`config.mk`:
```
export PLATFORM = sky130hd
export DESIGN_NAME = route_lookup_stage
export DESIGN_NICKNAME = d
export VERILOG_FILES = /design/src/rtl/route_lookup_stage.sv
export SDC_FILE = /design/constraint.sdc
export NUM_CORES = 1
export LEC_CHECK = 0
export CAP_MARGIN = 20
export CORE_ASPECT_RATIO = 0.75
export CORE_MARGIN = 2
export CORE_UTILIZATION = 45
export CTS_CLUSTER_DIAMETER = 50
export DETAILED_ROUTE_END_ITERATION = 12
export PLACE_DENSITY = 0.7
export SYNTH_ARGS = -nofsm -noshare
export SYNTH_HDL_FRONTEND = slang
export SYNTH_SLANG_ARGS = --single-unit
```
`constraint.sdc`:
```
create_clock -name clock -period 4.75 [get_ports clock]
set_clock_uncertainty 0.05 [all_clocks]
set_input_delay 0.7125 -clock clock [delete_from_list [all_inputs] [get_ports clock]]
set_output_delay 0.7125 -clock clock [all_outputs]
set_load 0.005 [all_outputs]
```
`src/rtl/route_lookup_stage.sv`:
```
// route_lookup_stage: next-hop lookup against a 1-cycle routing table port with a 3-entry in-order output buffer.
module route_lookup_stage #(
  parameter int ADDR_WIDTH = 8,
  parameter int TAG_WIDTH = 16,
  parameter logic [8:0] NOROUTE = 9'h1FF
) (
  input  logic                  clock,
  input  logic                  reset,
  input  logic                  table_ready,
  input  logic                  in_valid,
  output logic                  in_ready,
  input  logic [ADDR_WIDTH-1:0] in_dest,
  input  logic [TAG_WIDTH-1:0]  in_tag,
  output logic                  lut_en,
  output logic [ADDR_WIDTH-1:0] lut_addr,
  input  logic [8:0]            lut_nexthop,
  output logic                  out_valid,
  input  logic                  out_ready,
  output logic [ADDR_WIDTH-1:0] out_dest,
  output logic [TAG_WIDTH-1:0]  out_tag,
  output logic [8:0]            out_nexthop,
  output logic                  out_noroute,
  output logic [15:0]           lookup_count,
  output logic [15:0]           noroute_count
);
  logic                  inflight;
  logic [ADDR_WIDTH-1:0] inf_dest;
  logic [TAG_WIDTH-1:0]  inf_tag;
  logic [ADDR_WIDTH-1:0] fifo_dest [3];
  logic [TAG_WIDTH-1:0]  fifo_tag [3];
  logic [8:0]            fifo_hop [3];
  logic [1:0]            wr_ptr, rd_ptr, fifo_count;
  logic [2:0]            occ;
  logic                  acc, deq, wr;
  // Counting the in-flight lookup in occupancy reserves its FIFO slot, so writes never need refusing.
  assign occ = {2'b0, inflight} + {1'b0, fifo_count};
  assign in_ready = table_ready & ~reset & (occ < 3'd3);
  assign acc = in_valid & in_ready;
  assign lut_en = acc;
  assign lut_addr = in_dest;
  assign wr = inflight;
  assign out_valid = fifo_count != 2'd0;
  assign deq = out_valid & out_ready;
  assign out_dest = fifo_dest[rd_ptr];
  assign out_tag = fifo_tag[rd_ptr];
  assign out_nexthop = fifo_hop[rd_ptr];
  assign out_noroute = out_valid & (out_nexthop == NOROUTE);
  always_ff @(posedge clock) begin
    if (acc) begin
      inf_dest <= in_dest;
      inf_tag <= in_tag;
    end
    if (wr) begin
      fifo_dest[wr_ptr] <= inf_dest;
      fifo_tag[wr_ptr] <= inf_tag;
      fifo_hop[wr_ptr] <= lut_nexthop;
    end
  end
  always_ff @(posedge clock) begin
    if (reset) begin
      inflight <= 1'b0;
      wr_ptr <= 2'd0;
      rd_ptr <= 2'd0;
      fifo_count <= 2'd0;
      lookup_count <= 16'd0;
      noroute_count <= 16'd0;
    end else begin
      inflight <= acc;
      fifo_count <= fifo_count + {1'b0, wr} - {1'b0, deq};
      if (wr) begin
        wr_ptr <= wr_ptr == 2'd2 ? 2'd0 : wr_ptr + 2'd1;
        lookup_count <= lookup_count + {15'd0, lookup_count != 16'hFFFF};
        noroute_count <= noroute_count + {15'd0, lut_nexthop == NOROUTE && noroute_count != 16'hFFFF};
      end
      if (deq) rd_ptr <= rd_ptr == 2'd2 ? 2'd0 : rd_ptr + 2'd1;
    end
  end
endmodule

```
==> run summary <==
worst hold stages -> 0
nets -> 623
CTS Hold Bufs -> 0
Post-Synthesis Cells -> 461
largest family of logic cells by synthesized area -> simple AND/OR/NAND/NOR gates
status -> finished clean
die footprint -> 15100 sq um
grt ovf -> 0
min cycle time layout -> 3.81 ns
Synth cell types -> 35
overall via count from detail_route -> 3971
antenna cells -> 0
vias per cell -> 5.20
Slew headroom -> 53.7%
Die X -> 141 um
clk root buf -> clkbuf_16
# Max-Cap Violations -> 0
CP max FO -> 16
Layout area overhead -> 30.5%
final wirelength -> 12700 um
gr usage total -> 17.4%
Rows -> 37
Crit Path Category -> flop to primary output
CTS clock-pin slew for the worst setup and hold paths -> 0.07 ns
Leak -> 2.71 nW
Post-Place Setup Slack -> 1.34 ns
Ports -> 115
# Post-CTS Setup Buffers -> 0
Compound-Gate Fraction of Synth Area -> 3.98%
final weighted congestion in routability-driven placement -> 0.784
measured slew at the worst slew-check pin -> 0.694 ns
multiplexer share of the synthesized area -> 6.19%
simple-gate share of the synthesized area -> 10.8%
fill cell count -> 1054
Slew Viols, Final -> 0
startpoint types -> flop
Top FF cell, synth -> edfxtp_1
crit path DAT -> 3.05 ns
post-cts gate resize count -> 0
most frequent cells in the layout -> edfxtp_1, clkdlybuf4s50_1, nand2_1
Setup-failing EPs final -> 0
Synth Net Count -> 508
post-route ant nets -> 0
initial DRC count -> 182
Worst setup EP type -> primary output
asr flop ratio synth -> 0%
commonest non-fill, non-tap cell in the layout -> edfxtp_1
fmax -> 262 MHz
DPL Wire Length -> 7970 um
Post-synth EDFFs -> 123
CTS H-tree lvls -> 4
core box area -> 13700 sq um
CTS buffer count -> 17
number of port buffers -> 114
Seq/Total Area, Yosys -> 71.1%
xor/xnor share of the synthesized area -> 3.31%
largest net degree at the start of global routing -> 67
Worst Hold Class -> flop to flop
Netlist Area Pre-Place -> 6340 sq um
RSZ-0062 raised after global routing -> no
setup tns final -> 0 ns
clk buf depth -> 2
power per cell area -> 418 nW/um^2
R2R depth -> 5
final hold violations -> 0
worst IR drop on VDD -> 0.301 mV
drt wl/cell -> 16.6 um
Final WS setup -> 0.937 ns
latest clock arrival within the worst-skew pair -> 0.42 ns
adder-cell share of the synthesized area -> 1.77%
initial antenna violation count -> 0
Worst Path Required -> 3.99 ns
first-pass GRT wire length -> 19800 um
CTS tree -> done
Yosys warning count -> 0
vias in the first global route -> 3877
Mapped Avg Cell Area -> 13.8 sq um
die span in y -> 107 um
layout cells sized above 1 -> 8.49%
Final period util -> 80.3%
initial core utilization -> 46.1%
CTS sink cnt -> 164
Pre-antenna DRT Iters -> 6
synthesis-stage register bit count -> 164
DRC -> 0
==> path summary, 6_finish.rpt <==
check	start	slack, ns	to
worst max register to register	inflight	1.87	inf_tag[13]
worst min-delay path	inf_tag[13]	0.42	fifo_tag[2][13]
worst min register to register	inf_tag[13]	0.42	fifo_tag[2][13]
worst max-delay path	inflight	0.94	lut_en
==> per-layer routing <==
| layer | vias up | global-route usage (%) | share of wire, % |
|---|---|---|---|
| li1 | 1909 | - | - |
| met5 | - | 0 | 0 |
| met2 | 99 | 28.2 | 48 |
| met3 | 15 | 4.47 | 4.0 |
| met1 | 1948 | 23.0 | 47 |
| met4 | 0 | 5.93 | 0.99 |
==> stage by stage <==
step	hold slack [ns]	utilization, %	cells	total power, mW	area (sq um)
after global placement	0.393	55.4	729	2.14	7610
after CTS	0.423	59.6	761	3.49	8200
after detailed placement	0.408	55.4	729	2.15	7610
after global routing	0.435	60.2	764	3.59	8280
final	0.421	60.2	764	3.46	8280
after floorplan	0.390	-	461	1.88	6340
==> where the power goes <==
group | internal, mW | switching, mW
logic | 0.283 | 0.190
clock network | 0.782 | 0.559
registers | 1.58 | 0.0634
==> flip-flops by register name, indices dropped and copies added (netlist names), named ones only <==
name           count
fifo_count         2
fifo_dest         24
fifo_hop          27
fifo_tag          48
inf_dest           8
inf_tag           16
inflight           1
lookup_count      16
noroute_count     16
rd_ptr             2
wr_ptr             2
==> synth_stat cells (2+ instances only) <==
master    count  share of area (%)
nor2b_1       4               0.39
xnor2_1      12                1.7
buf_4        10                1.2
mux2i_1      37                5.8
a31o_2        2               0.28
o21ai_0      36                2.8
or3_1         2               0.20
nand4_1      14                1.4
nand3_1       9               0.71
and4_1        3               0.41
nor4_1        3               0.30
and2_1        2               0.20
nand4_2       2               0.39
nand2_1      48                2.8
dfxtp_1      41                 13
edfxtp_1    123                 58
inv_1         9               0.53
ha_1          9                1.8
xor2_1       12                1.7
and3_1        4               0.39
buf_2         3               0.24
nor2_1       39                2.3
mux2_2        2               0.35
clkbuf_1     10               0.59
a21oi_1       8               0.63
nor3_1        8               0.63
==> cell families (layout without fill, tap and decap cells) <==
| logic type | Yosys count | after routing |
|---|---|---|
| flip-flops | 164 | 164 |
| AND/OR/NAND/NOR | 143 | 143 |
| AO/OA/AOI/OAI | 48 | 48 |
| multiplexers | 39 | 39 |
| buffers and inverters | 34 | 162 |
| XOR/XNOR | 24 | 24 |
| adder cells (fa/ha/maj) | 9 | 9 |
==> worst max-delay path: stages, from the launching register on <==
cell and delay (ns):
dfxtp_1 0.68, ha_1 0.24, ha_1 0.22, a2111oi_0 0.59
and2_1 0.35, clkdlybuf4s50_1 0.55
==> cell type report <==
type / instances / area [sq um] / area share [%]
Inverter: 9 / 33.8 / 0.408
Tap cell: 175 / 219 / 2.64
Timing Repair Buffer: 121 / 1250 / 15.1
Multi-Input combinational cell: 263 / 1670 / 20.2
Clock buffer: 19 / 433 / 5.23
Clock inverter: 13 / 150 / 1.81
Sequential cell: 164 / 4520 / 54.5
Power figures use the tool's default switching activity.
